$ cat src/rtl/four_bit_full_adder.sv
// Registered ripple-carry adder: {c_out, sum} = a + b + c_in, one cycle of latency.
// Define FOUR_BIT_ADDER_FLAGS_EN to add registered signed-overflow (ovf) and zero flags.

module four_bit_full_adder_cell (
  input  logic a,
  input  logic b,
  input  logic c_i,
  output logic s,
  output logic c_o
);
  assign s   = a ^ b ^ c_i;
  assign c_o = (a & b) | (a & c_i) | (b & c_i);
endmodule

module four_bit_full_adder #(
  parameter int WIDTH = 4
) (
  input  logic             clk,
  input  logic             rst_n,
  input  logic             in_valid,
  input  logic [WIDTH-1:0] a,
  input  logic [WIDTH-1:0] b,
  input  logic             c_in,
  output logic [WIDTH-1:0] sum,
  output logic             c_out,
  output logic             out_valid
`ifdef FOUR_BIT_ADDER_FLAGS_EN
  ,
  output logic             ovf,
  output logic             zero
`endif
);

  logic [WIDTH:0]   carry;
  logic [WIDTH-1:0] sum_comb;

  assign carry[0] = c_in;

  for (genvar i = 0; i < WIDTH; i++) begin : g_cell
    four_bit_full_adder_cell u_cell (
      .a   (a[i]),
      .b   (b[i]),
      .c_i (carry[i]),
      .s   (sum_comb[i]),
      .c_o (carry[i+1])
    );
  end

  // NOTE: state registers use non-blocking assignments so every flop samples
  // pre-edge values; the reset branch sits inside the clocked block, making it synchronous.
  always_ff @(posedge clk) begin
    if (!rst_n) begin
      sum       <= '0;
      c_out     <= 1'b0;
      out_valid <= 1'b0;
    end else begin
      out_valid <= in_valid;
      // Operands are ignored on idle cycles, so X on a/b never reaches the result.
      if (in_valid) begin
        sum   <= sum_comb;
        c_out <= carry[WIDTH];
      end
    end
  end

`ifdef FOUR_BIT_ADDER_FLAGS_EN
  always_ff @(posedge clk) begin
    if (!rst_n) begin
      ovf  <= 1'b0;
      zero <= 1'b0;
    end else if (in_valid) begin
      ovf  <= carry[WIDTH] ^ carry[WIDTH-1];
      zero <= (sum_comb == '0) && !carry[WIDTH];
    end
  end
`endif

endmodule

$ cat config.mk
export PLATFORM = sky130hd
export DESIGN_NAME = four_bit_full_adder
export DESIGN_NICKNAME = d
export VERILOG_FILES = /design/src/rtl/four_bit_full_adder.sv
export SDC_FILE = /design/constraint.sdc
export NUM_CORES = 1
export LEC_CHECK = 0
export CORE_AREA = 10 10 47 49
export DETAILED_ROUTE_END_ITERATION = 10
export DIE_AREA = 0 0 57 59
export HOLD_SLACK_MARGIN = 0.06
export PLACE_DENSITY = 0.65
export SLEW_MARGIN = 20
export SYNTH_ARGS = -nofsm -noshare
export SYNTH_HDL_FRONTEND = slang
export SYNTH_SLANG_ARGS = --single-unit
export TNS_END_PERCENT = 10
$ cat constraint.sdc
create_clock -name clk -period 2.4 [get_ports clk]
set_input_delay 0.24 -clock clk [delete_from_list [all_inputs] [get_ports clk]]
set_output_delay 0.24 -clock clk [all_outputs]
set_load 0.1 [all_outputs]
### Yosys cells after proc, flatten, opt, wreduce, memory -nomap -nowiden

Index checks and enable logic that the tools add are counted.

| cells by class | value |
|---|---|
| add/subtract/negate cells | 0 |
| multiply operators | 0 |
| divide/modulo/power cells | 0 |
| $lt $le $gt $ge | 0 |
| equal/unequal tests | 0 |
| shifts and indexed selects | 0 |
| mux-type cells | 0 |
| bitwise operators | 28 |
| reductions and logical operators | 0 |

Operator list:

| operator | number |
|---|---|
| $and A1 B1 Y1 | 12 |
| $or A1 B1 Y1 | 8 |
| $xor A1 B1 Y1 | 8 |

| storage, ports and cells | value |
|---|---|
| register bits | 6 |
| bits in latches | 0 |
| bits in writable memories | 0 |
| memory bits (read-only) | 0 |
| word-level logic and storage cells | 31 |
| memories | 0 |

### Longest topological paths before layout

Gate-level depths: netlist (run 1).

| depth | value |
|---|---|
| depth after elaboration | 12 |
| mapped depth | 9 |
| depth with buffers taken out | 9 |

### Modules after synthesis

A second synthesis (run 1) with hierarchy kept.

| second synthesis, totals | value |
|---|---|
| cells, all modules | 22 |
| area total of the unflattened synthesis | 300.3 um2 |

Modules (own cells, without submodules):

| module | instances | cells each | area an instance (um2) |
|---|---|---|---|
| four_bit_full_adder | 1 | 18 | 220.2 |
| four_bit_full_adder_cell | 4 | 1 | 20.0 |

### Worst setup path before layout (run 1)

OpenSTA, ideal clock, no wires.

| timing path | value |
|---|---|
| path type | input -> register |
| start | input a[0] |
| end | register sum[3] |
| setup time | 0.061 ns |
| arrival time | 1.868 ns |
| required time | 2.339 ns |
| path slack | 0.471 ns |
| stages on the path | 9 |
| cell sequence | inv_1 fa_1 inv_1 fa_1 fa_1 inv_1 fa_1 nand2_1 o211a_1 |

| on the way | value |
|---|---|
| word-level cells in the longest chain between the ends | 10 |
| elaborated cells on any way between the ends | 13 |
| classes of those cells | 13 x bitwise |

Ends and longest elaborated chain:

| what | RTL line | source |
|---|---|---|
| from (decl) | 21 | `input logic [WIDTH-1:0] a,` |
| $and A1 B1 Y1 | 12 | `assign c_o = (a & b) \| (a & c_i) \| (b & c_i);` |
| $or A1 B1 Y1 * (2 in a row) | 12 |  |
| $and A1 B1 Y1 | 12 |  |
| $or A1 B1 Y1 | 12 |  |
| $or A1 B1 Y1 * | 12 |  |
| $and A1 B1 Y1 | 12 |  |
| $or A1 B1 Y1 | 12 |  |
| $or A1 B1 Y1 * | 12 |  |
| $xor A1 B1 Y1 * | 11 | `assign s = a ^ b ^ c_i;` |
| to (signal assigned) | 60 | `sum <= sum_comb;` |
| to (decl) | 24 | `output logic [WIDTH-1:0] sum,` |

Every way passes the cells marked *; elsewhere a longest branch is shown, timed or not.
A chain may end at the register's enable or synchronous reset.

### Worst setup path after layout (run 1)

| timing path | value |
|---|---|
| start | input b[0] |
| end | register sum[3] |

| on the way | value |
|---|---|
| word-level cells in the longest chain between the ends | 10 |
| elaborated cells on any way between the ends | 13 |
| classes of those cells | 13 x bitwise |

Ends and longest elaborated chain:

| what | RTL line | source |
|---|---|---|
| from (decl) | 22 | `input logic [WIDTH-1:0] b,` |
| $and A1 B1 Y1 | 12 |  |
| $or A1 B1 Y1 | 12 |  |
| $or A1 B1 Y1 * | 12 |  |
| $and A1 B1 Y1 | 12 |  |
| $or A1 B1 Y1 | 12 |  |
| $or A1 B1 Y1 * | 12 |  |
| $and A1 B1 Y1 | 12 |  |
| $or A1 B1 Y1 | 12 |  |
| $or A1 B1 Y1 * | 12 |  |
| $xor A1 B1 Y1 * | 11 |  |

Marked as above.

==> results of run 1 <==
==> state kept, by name (all words and copies together), names as in the netlist <==
register / count
sum: 4
out_valid: 1
c_out: 1
==> area by class of cell <==
| cell class | instances | share of cell area [%] |
|---|---|---|
| multi-input combinational | 15 | 31.9 |
| timing repair buffer | 17 | 30.7 |
| sequential | 6 | 23.8 |
| inverter | 7 | 5.20 |
| clock buffer | 3 | 4.46 |
| tap | 16 | 3.96 |
==> logic make-up (layout without fill, tap and decap cells) <==
family / count (synthesis) / count (layout) / synth area share (%)
muxes: 2 / 2 / 6.27
buffers and inverters: 8 / 27 / 11.8
AOI/OAI and AO/OA: 3 / 3 / 9.41
and+or+nand+nor: 6 / 6 / 9.80
DFF: 6 / 6 / 37.6
adders and majority gates: 4 / 4 / 25.1
==> synthesized netlist by cell type (all sizes together) <==
| cell type | instances |
|---|---|
| inv | 7 |
| dfxtp | 6 |
| fa | 4 |
| nand2 | 3 |
| o211a | 3 |
| mux2i | 2 |
| nor2b | 2 |
| and2 | 1 |
| buf | 1 |
==> metal layers <==
layer	track usage [%]	up-vias	routed length [um]	part of all wire (%)
li1	-	126	-	-
met1	5.26	120	309	41
met2	7.60	13	356	48
met3	5.15	0	81	11
met4	2.01	0	0	0
met5	0	-	0	0
==> worst max path at each step <==
stage | slack [ns] | start | to | cells after the start
finish | 0.24 | b[0] | sum[3] | 10
floorplan | 0.47 | a[0] | sum[3] | 9
detailed placement | -0.03 | b[0] | sum[3] | 10
CTS | 0.22 | b[0] | sum[3] | 10
global placement | 0.001 | a[0] | sum[3] | 10
global route | 0.12 | a[0] | sum[3] | 10
==> power groups by stage <==
stage	clock network (mW)	registers [mW]	logic, mW
2_1_floorplan	0	0.179	0.0279
3_3_place_gp	0	0.115	0.130
3_5_place_dp	0	0.115	0.132
4_1_cts	0.0970	0.113	0.133
5_1_grt	0.103	0.115	0.139
6_report	0.0917	0.113	0.130
==> stage by stage <==
| step | setup TNS [ns] | hold WS (ns) | power [mW] | util [%] | instance area [um2] |
|---|---|---|---|---|---|
| 2_1_floorplan | 0 | 0.368 | 0.207 | - | 319 |
| 3_3_place_gp | 0 | 0.465 | 0.245 | 34.5 | 483 |
| 3_5_place_dp | -0.0314 | 0.475 | 0.247 | 34.5 | 483 |
| 4_1_cts | 0 | 0.490 | 0.343 | 36.1 | 505 |
| 5_1_grt | 0 | 0.499 | 0.357 | 36.1 | 505 |
| 6_report | 0 | 0.485 | 0.335 | 36.1 | 505 |
==> critical path, cell delays in order <==
cell                              delay [ns]
sky130_fd_sc_hd__clkdlybuf4s50_1        0.40
sky130_fd_sc_hd__inv_1                  0.07
sky130_fd_sc_hd__fa_1                   0.16
sky130_fd_sc_hd__inv_1                  0.05
sky130_fd_sc_hd__fa_1                   0.37
sky130_fd_sc_hd__fa_1                   0.36
sky130_fd_sc_hd__inv_1                  0.08
sky130_fd_sc_hd__fa_1                   0.41
sky130_fd_sc_hd__nand2_1                0.08
sky130_fd_sc_hd__o211a_1                0.13
==> summary.log, run 1 <==
qor: clock_tree.clkSinkCount 6
qor: logic_synthesis.ys_top_cells_by_area sky130_fd_sc_hd__dfxtp_1 38%, sky130_fd_sc_hd__fa_1 25%, sky130_fd_sc_hd__o211a_1 9.4%, sky130_fd_sc_hd__inv_1 8.2%, sky130_fd_sc_hd__mux2i_1 6.3%
qor: min_path.timing.hold.worst_endpoint c_out
qor: die.initial_utilization 22.8%
qor: power_and_ir_drop.seq_power_share 33.8%
qor: power_and_ir_drop.cellLeakagePower 0.260 nW
qor: logic_synthesis.netlist.top_cell.by_area sky130_fd_sc_hd__dfxtp_1
qor: place.placed_cells_incl_taps 61
qor: clock_tree.clock_insertion_delay_worst_skew 0.24 ns
qor: die.core_region_area 1400 um2
qor: power_and_ir_drop.power.clock.fraction 27.4%
qor: power_and_ir_drop.p_int 208 uW
qor: power_and_ir_drop.comb_power_share 38.8%
qor: timing.finalSetupViolCount 0
qor: route.routed_via_density 4.05
qor: die.core_rows 14
qor: timing.slew_viol_final 0
qor: logic_synthesis.synthDistinctLibCells 9
qor: place.hpwlAfterDp 614 um
qor: die.top_level_ports 18
qor: route.routed_wire_length_per_instance 11.7 um
qor: place.globalplace.congestion 0.657
qor: min_path.min_path_cells 1
qor: logic_synthesis.yosys_warnings 0
qor: timing.timing_hold_violations_final 0
qor: clock_tree.clock_tree.root_cell sky130_fd_sc_hd__clkbuf_4
qor: die.floorplan.die.height 59 um
qor: worst_setup_path.timing.critical_path.fanout_max 1
qor: flow_run.drv_cap 0
qor: cells_and_area.final_common_cell sky130_fd_sc_hd__clkdlybuf4s50_1
qor: timing.worst_slew_pin_slew 0.344 ns
qor: min_path.source_of_the_worst_hold_timing_path c_out
qor: die.dieArea 3360 um2
qor: worst_setup_path.reg2regPathDepth 1
qor: route.drt_first_pass_iters 3
qor: global_routing.gr-total-overflow 0
qor: timing.min_period 2.16 ns
qor: worst_setup_path.end_kind flop
qor: cells_and_area.most-common-layout-cells 11 x sky130_fd_sc_hd__clkdlybuf4s50_1, 7 x sky130_fd_sc_hd__inv_1, 6 x sky130_fd_sc_hd__dfxtp_1, 6 x sky130_fd_sc_hd__buf_4, 4 x sky130_fd_sc_hd__fa_1
qor: route.vias 259
qor: timing.finalClockSkew 0 ns
qor: cells_and_area.layout.filler_cells 156
qor: worst_setup_path.setup.reg_to_reg.worst_slack 1.78 ns
qor: route.post_route_ant_nets 0
qor: place.io_buffers 17
qor: timing.fin_ws 0.235 ns
qor: cells_and_area.antenna-diode-count 0
qor: worst_setup_path.crit_type primary input to flop
qor: worst_setup_path.critPathLaunchType primary input
qor: clock_tree.cts_tree done
qor: timing.rsz0062_at_grt no
qor: logic_synthesis.synth.top_cell.area_share 37.6%
qor: cells_and_area.design.final.nets 66
qor: worst_setup_path.arrival 2.35 ns
qor: cells_and_area.multi_input_comb_area 161 um2
qor: clock_tree.post_cts_resize_count 0
qor: timing.slew-limit-headroom 77.0%
qor: worst_setup_path.rr_startpoint sum[3]
qor: run_status.outcome finished, final reports clean
qor: timing.fmax 462 MHz
qor: worst_setup_path.crit_required 2.59 ns
qor: worst_setup_path.critical_path.reg2reg.endpoint sum[3]
qor: clock_tree.numCtsBuffers 3
qor: timing.final.period_utilization 90.2%
qor: clock_tree.post_cts_hold_buffer_count 0
qor: cells_and_area.instances_no_fill 64
qor: cells_and_area.layout-drive-gt1-share 20.8%
qor: logic_synthesis.synth_seq_cells 6
qor: power_and_ir_drop.vdd.ir_drop.worst 0.393 mV
qor: global_routing.grt_pass1_wl 1340 um
qor: power_and_ir_drop.netSwitchingFraction 38.0%
qor: logic_synthesis.mappedNetlistNets 45
qor: power_and_ir_drop.total_switching_power 127 uW
qor: min_path.min_path_type flop to flop
qor: route.drcViolationCount 0
qor: global_routing.maximum_number_of_pins_on_one_net_before_global_route_repair 10
qor: clock_tree.cts.repair_timing.setup_buffer_count 0
qor: clock_tree.cts.htree.levels 1
qor: die.die_width 57 um
qor: cells_and_area.sequential_cell_area 120 um2
qor: global_routing.antenna_found_initial 0
qor: logic_synthesis.synth_seq_area_share 37.6%
qor: logic_synthesis.syn_std_cell_area 319 um2
qor: cells_and_area.area_growth 58.4%
qor: route.routed_wl 747 um
qor: route.drt_iter0_drc 3
qor: global_routing.grt_pass1_vias 314
qor: global_routing.grtUsageTotal 5.33%
qor: logic_synthesis.syn_inst 29
qor: power_and_ir_drop.power-per-cell-area 663 nW/um2
qor: place.dp_worst_setup_slack -0.0314 ns
qor: logic_synthesis.post_synth.cell_area_avg 11.0 um2
qor: clock_tree.ctsLongestPathBuffers 2
qor: clock_tree.clkSlewWorstSetupHoldPaths 0.04 ns
Note: power is estimated with default switching activity, not from simulation.
==> inputs of run 2 (changes only) <==
- DONT_BUFFER_PORTS: not set -> 1
- PLACE_DENSITY: 0.65 -> 0.48
==> run 2 against run 1 <==
  * Routed wire length decreased by 5.4%
  * Die area unchanged
  * Global-route usage decreased by 0.47 points
  * Power decreased by 6.5%
  * Clock power increased by 1%
  * Combinational power decreased by 22%
  * Critical path depth decreased by 1
  * Count of clock-buffer cells in the layout unchanged
  * Critical path type unchanged
  * Largest cell class unchanged
  * Largest power group is now registers
==> summary.log, run 2 (same netlist as run 1, synthesis figures left out) <==
qor: run_status.outcome finished, final reports clean
qor: worst_setup_path.reg2regPathDepth 3 [+2]
qor: min_path.min_path_type primary input to flop
qor: worst_setup_path.end_kind flop
qor: global_routing.grt_pass1_wl 1170 um [-12%]
qor: worst_setup_path.timing.critical_path.fanout_max 1 [unchanged]
qor: place.globalplace.congestion 0.561 [-15%]
qor: cells_and_area.flip_flop_count_of_the_largest_register_after_layout 4 [unchanged]
qor: route.vias 221 [-15%]
qor: route.drcViolationCount 0 [unchanged]
qor: timing.min_period 1.75 ns [-0.410 ns]
qor: timing.timing_hold_violations_final 0 [unchanged]
qor: die.floorplan.die.height 59 um [unchanged]
qor: global_routing.gr-total-overflow 0 [unchanged]
qor: cells_and_area.registers.top_by_ff_count sum
qor: place.hpwlAfterDp 621 um [+1.1%]
qor: cells_and_area.regs_by_ff_count sum: 4 flops, c_out: 1 flops, out_valid: 1 flops
qor: global_routing.maximum_number_of_pins_on_one_net_before_global_route_repair 10 [unchanged]
qor: place.io_buffers 0 [-17]
qor: clock_tree.ctsLongestPathBuffers 2 [unchanged]
qor: worst_setup_path.arrival 1.95 ns [-0.40 ns]
qor: die.core_rows 14 [unchanged]
qor: die.initial_utilization 22.8% [unchanged]
qor: clock_tree.post_cts_hold_buffer_count 0 [unchanged]
qor: die.top_level_ports 18 [unchanged]
qor: cells_and_area.most-common-layout-cells 7 x sky130_fd_sc_hd__inv_1, 6 x sky130_fd_sc_hd__dfxtp_1, 5 x sky130_fd_sc_hd__buf_4
qor: global_routing.grt_use_met2 6.98% [-0.62 points]
qor: route.drt_iter0_drc 1 [-2]
qor: die.dieArea 3360 um2 [unchanged]
qor: timing.worst_slew_pin_slew 0.947 ns [+0.603 ns]
qor: global_routing.grtUsageTotal 4.85% [-0.47 points]
qor: timing.setup_total_negative_slack 0 ns [unchanged]
qor: route.drt_first_pass_iters 3 [unchanged]
qor: worst_setup_path.crit_required 2.59 ns [about the same]
qor: worst_setup_path.crit_type primary input to flop
qor: cells_and_area.area_growth 21.6%
qor: clock_tree.clock_tree.root_cell sky130_fd_sc_hd__clkbuf_4
qor: clock_tree.cts.repair_timing.setup_buffer_count 0 [unchanged]
qor: timing.finalClockSkew 0 ns [unchanged]
qor: timing.finalSetupViolCount 0 [unchanged]
qor: global_routing.grt-busiest-layer met2
qor: global_routing.met1_usage 4.79% [-0.47 points]
qor: timing.final.period_utilization 73.1% [-17 points]
qor: flow_run.drv_cap 0 [unchanged]
qor: global_routing.grt_pass1_vias 258 [-18%]
qor: cells_and_area.layout-drive-gt1-share 25.0% [+4.2 points]
qor: cells_and_area.design.final.nets 54 [-18%]
qor: clock_tree.numCtsBuffers 3 [unchanged]
qor: route.routed_wire_length_per_instance 13.6 um [+16%]
qor: route.routed_via_density 4.25 [+5.0%]
qor: route.routed_wl 707 um [-5.4%]
qor: worst_setup_path.critPathLaunchType primary input
qor: clock_tree.clkSinkCount 6 [unchanged]
qor: die.die_width 57 um [unchanged]
qor: timing.rsz0062_at_grt no
qor: cells_and_area.final_core_occ 27.7% [-8.4 points]
qor: clock_tree.cts.htree.levels 1 [unchanged]
qor: clock_tree.cts_tree done
qor: cells_and_area.final_common_cell sky130_fd_sc_hd__inv_1
qor: cells_and_area.antenna-diode-count 0 [unchanged]
qor: clock_tree.post_cts_resize_count 0 [unchanged]
qor: timing.slew_viol_final 0 [unchanged]
qor: timing.fmax 570 MHz [+23%]
qor: power_and_ir_drop.power-per-cell-area 807 nW/um2 [+22%]
qor: route.post_route_ant_nets 0 [unchanged]
qor: global_routing.globalRouteMet3Util 3.22% [-1.9 points]
qor: timing.slew-limit-headroom 36.8% [-40 points]
qor: clock_tree.clkSlewWorstSetupHoldPaths 0.05 ns [about the same]
qor: die.core_region_area 1400 um2 [unchanged]
qor: min_path.min_path_cells 1 [unchanged]
qor: power_and_ir_drop.cellLeakagePower 0.212 nW [-19%]
qor: clock_tree.clock_insertion_delay_worst_skew 0.24 ns [about the same]
qor: power_and_ir_drop.vdd.ir_drop.worst 0.222 mV [-43%]
qor: global_routing.antenna_found_initial 0 [unchanged]
run 2: cell types whose count changed in the layout (fill, tap and decap cells not counted):
cell | before | now
sky130_fd_sc_hd__buf_4 | 6 | 5
sky130_fd_sc_hd__clkdlybuf4s50_1 | 11 | 0
run 2: cell type report:
class                           count  area (um2)
Inverter                            7        26.3
Tap cell                           16        20.0
Sequential cell                     6         120
Multi-Input combinational cell     15         161
Fill cell                         161        1010
Clock buffer                        3        22.5
Timing Repair Buffer                5        37.5
run 2: worst paths after layout:
path,start,end,slack [ns]
max reg2reg,sum[1],sum[1],1.52
min,rst_n,sum[2],0.13
min reg2reg,sum[0],sum[0],0.50
max,a[0],sum[3],0.65
run 2: critical path: stages:
cell and delay (ns):
sky130_fd_sc_hd__inv_1 0.06, sky130_fd_sc_hd__fa_1 0.16, sky130_fd_sc_hd__inv_1 0.04, sky130_fd_sc_hd__fa_1 0.38, sky130_fd_sc_hd__fa_1 0.36, sky130_fd_sc_hd__inv_1 0.08, sky130_fd_sc_hd__fa_1 0.41, sky130_fd_sc_hd__nand2_1 0.07
sky130_fd_sc_hd__o211a_1 0.12
run 2: routing by layer:
layer	vias up	wire length (um)	share of wire (%)
met2	12	353	50
met3	0	80	11
met4	0	0	0
met5	-	0	0
met1	107	273	39
li1	102	-	-
run 2: power breakdown:
part           internal (mW)  leakage (nW)  switching [mW]  total, mW
combinational         0.0257         0.148          0.0754      0.101
sequential             0.109        0.0498          0.0103      0.119
clock                 0.0566        0.0138          0.0362     0.0928
run 2: through the flow:
stage	worst slack [ns]	cell area [um2]	hold WS [ns]	total power, mW	cells
global placement	0.413	365	0.370	0.221	49
detailed placement	0.365	365	0.379	0.224	49
floorplan	0.471	319	0.368	0.207	29
finish	0.646	388	0.132	0.313	52
CTS	0.624	388	0.120	0.323	52
global route	0.561	388	0.118	0.335	52
==> inputs of run 3 (changes only) <==
- clock period: 2.4 -> 1.7 ns (I/O delays scaled with it)
==> run 3 against run 2 <==
  * Sequential power up 34%
  * Die area did not move
  * Largest power group unchanged
  * Core utilization rose by 2.3 points
  * Combinational power increased by 55%
==> summary.log, run 3 (same netlist as run 1, synthesis figures left out) <==
qor: clock_tree.clkSlewWorstSetupHoldPaths 0.04 ns [about the same]
qor: clock_tree.cts.htree.levels 1 [unchanged]
qor: min_path.min_path_type primary input to flop
qor: cells_and_area.antenna-diode-count 0 [unchanged]
qor: worst_setup_path.crit_type primary input to flop
qor: cells_and_area.instances_no_fill 55 [+5.8%]
qor: global_routing.grt-busiest-layer met2
qor: place.hpwlAfterDp 625 um [+0.71%]
qor: place.placed_cells_incl_taps 50 [+2.0%]
qor: global_routing.globalRouteMet3Util 3.65% [+0.43 points]
qor: route.routed_wire_length_per_instance 13.6 um [-0.24%]
qor: worst_setup_path.crit_required 1.88 ns [-0.71 ns]
qor: clock_tree.clock_tree.root_cell sky130_fd_sc_hd__clkbuf_4
qor: place.io_buffers 0 [unchanged]
qor: worst_setup_path.critPathLaunchType primary input
qor: place.detailed_place.area 378 um2 [+3.4%]
qor: route.vias 233 [+5.4%]
qor: clock_tree.cts.repair_timing.setup_buffer_count 0 [unchanged]
qor: die.initial_utilization 22.8% [unchanged]
qor: timing.final.period_utilization 94.9%
qor: global_routing.met1_usage 4.53% [-0.26 points]
qor: worst_setup_path.critical_path.reg2reg.endpoint sum[3]
qor: die.die_width 57 um [unchanged]
qor: cells_and_area.most-common-layout-cells 7 x sky130_fd_sc_hd__inv_1, 6 x sky130_fd_sc_hd__dfxtp_1, 6 x sky130_fd_sc_hd__buf_4
qor: cells_and_area.final_common_cell sky130_fd_sc_hd__inv_1
qor: die.core_rows 14 [unchanged]
qor: global_routing.grt_pass1_wl 1260 um [+7.6%]
qor: route.drcViolationCount 0 [unchanged]
qor: cells_and_area.registers.top_by_ff_count sum
qor: timing.fin_ws 0.0869 ns [-0.559 ns]
qor: die.core_region_area 1400 um2 [unchanged]
qor: clock_tree.clkSinkCount 6 [unchanged]
qor: timing.fmax 620 MHz
qor: run_status.outcome finished, final reports clean
qor: timing.timing_hold_violations_final 0 [unchanged]
qor: route.routed_wl 746 um [+5.5%]
qor: global_routing.maximum_number_of_pins_on_one_net_before_global_route_repair 10 [unchanged]
qor: cells_and_area.layout-drive-gt1-share 30.8% [+5.8 points]
qor: global_routing.grt_pass1_vias 281 [+8.9%]
qor: cells_and_area.design.final.nets 57 [+5.6%]
qor: flow_run.drv_cap 0 [unchanged]
qor: worst_setup_path.rr_startpoint sum[3]
qor: clock_tree.post_cts_resize_count 0 [unchanged]
qor: clock_tree.numCtsBuffers 3 [unchanged]
qor: worst_setup_path.setup.reg_to_reg.worst_slack 1.08 ns [-0.44 ns]
qor: route.drt_first_pass_iters 4 [+1]
qor: place.dp_worst_setup_slack -0.167 ns [-0.531 ns]
qor: timing.slew-limit-headroom 81.3% [+45 points]
qor: worst_setup_path.end_kind flop
qor: timing.worst_slew_pin_slew 0.282 ns [-0.665 ns]
qor: timing.rsz0062_at_grt no
qor: power_and_ir_drop.totalPowerFinal 446 uW [+42%]
qor: timing.finalHoldWorstSlack 0.0729 ns [-0.0587 ns]
qor: power_and_ir_drop.vdd.ir_drop.worst 0.319 mV [+44%]
qor: cells_and_area.area_growth 31.8%
qor: timing.finalClockSkew 0 ns [unchanged]
qor: min_path.source_of_the_worst_hold_timing_path rst_n
qor: cells_and_area.final_core_occ 30.0% [+2.3 points]
qor: cells_and_area.regs_by_ff_count sum: 4 flops, c_out: 1 flops, out_valid: 1 flops
qor: clock_tree.clock_insertion_delay_worst_skew 0.24 ns [about the same]
qor: place.globalplace.congestion 0.566 [+0.96%]
qor: cells_and_area.design_area 420 um2 [+8.4%]
qor: global_routing.gr-total-overflow 0 [unchanged]
qor: die.top_level_ports 18 [unchanged]
qor: worst_setup_path.reg2regPathDepth 1 [-2]
qor: timing.slew_viol_final 0 [unchanged]
qor: worst_setup_path.timing.critical_path.fanout_max 1 [unchanged]
qor: route.post_route_ant_nets 0 [unchanged]
qor: clock_tree.ctsLongestPathBuffers 2 [unchanged]
qor: min_path.min_path_cells 1 [unchanged]
qor: timing.finalSetupViolCount 0 [unchanged]
qor: clock_tree.cts_tree done
qor: power_and_ir_drop.power-per-cell-area 1060 nW/um2 [+31%]
qor: die.dieArea 3360 um2 [unchanged]
qor: timing.min_period 1.61 ns
qor: worst_setup_path.arrival 1.80 ns [-0.15 ns]
qor: route.drt_iter0_drc 2 [+1]
qor: power_and_ir_drop.cellLeakagePower 0.223 nW [+5.6%]
qor: cells_and_area.flip_flop_count_of_the_largest_register_after_layout 4 [unchanged]
qor: global_routing.grt_use_met2 7.75% [+0.78 points]
qor: route.routed_via_density 4.24 [-0.32%]
qor: min_path.timing.hold.worst_endpoint out_valid
qor: global_routing.antenna_found_initial 0 [unchanged]
qor: global_routing.grtUsageTotal 5.06% [+0.21 points]
qor: timing.setup_total_negative_slack 0 ns [unchanged]
qor: die.floorplan.die.height 59 um [unchanged]
## run 3: final cells by class
type / instances / area, um2
Sequential cell: 6 / 120
Fill cell: 165 / 981
Timing Repair Buffer: 8 / 65.1
Clock buffer: 3 / 22.5
Multi-Input combinational cell: 15 / 166
Tap cell: 16 / 20.0
Inverter: 7 / 26.3
## run 3: repair_timing
action / 4_1_cts / 5_1_grt
endpoints found under the hold margin: 2 / 0
hold buffers: 2 / 0
setup endpoints to repair: 0 / 0
## run 3: worst max-delay path, stage by stage
cell,delay (ns)
sky130_fd_sc_hd__inv_1,0.06
sky130_fd_sc_hd__fa_1,0.16
sky130_fd_sc_hd__inv_1,0.05
sky130_fd_sc_hd__fa_2,0.33
sky130_fd_sc_hd__fa_2,0.33
sky130_fd_sc_hd__inv_1,0.08
sky130_fd_sc_hd__fa_1,0.40
sky130_fd_sc_hd__nand2_1,0.08
sky130_fd_sc_hd__o211a_1,0.13
## run 3: worst max-delay path by stage
stage	start	to	slack (ns)
after global routing	a[0]	sum[3]	0.02
after detailed placement	a[0]	sum[3]	-0.17
after floorplan	a[0]	sum[3]	-0.09
after global placement	a[0]	sum[3]	-0.13
after CTS	a[0]	sum[3]	0.08
final	a[0]	sum[3]	0.09
## run 3: metal layers
layer	routed length, um	share of wire [%]	vias up
met5	0	0	-
met4	0	0	0
met3	106	14	0
met2	366	49	11
met1	273	37	112
li1	-	-	110
## run 3: power by group
part | leakage, nW | total [mW] | internal [mW] | switching, mW
Sequential | 0.0498 | 0.160 | 0.154 | 0.00615
Clock | 0.0138 | 0.129 | 0.0797 | 0.0490
Combinational | 0.160 | 0.157 | 0.0415 | 0.116
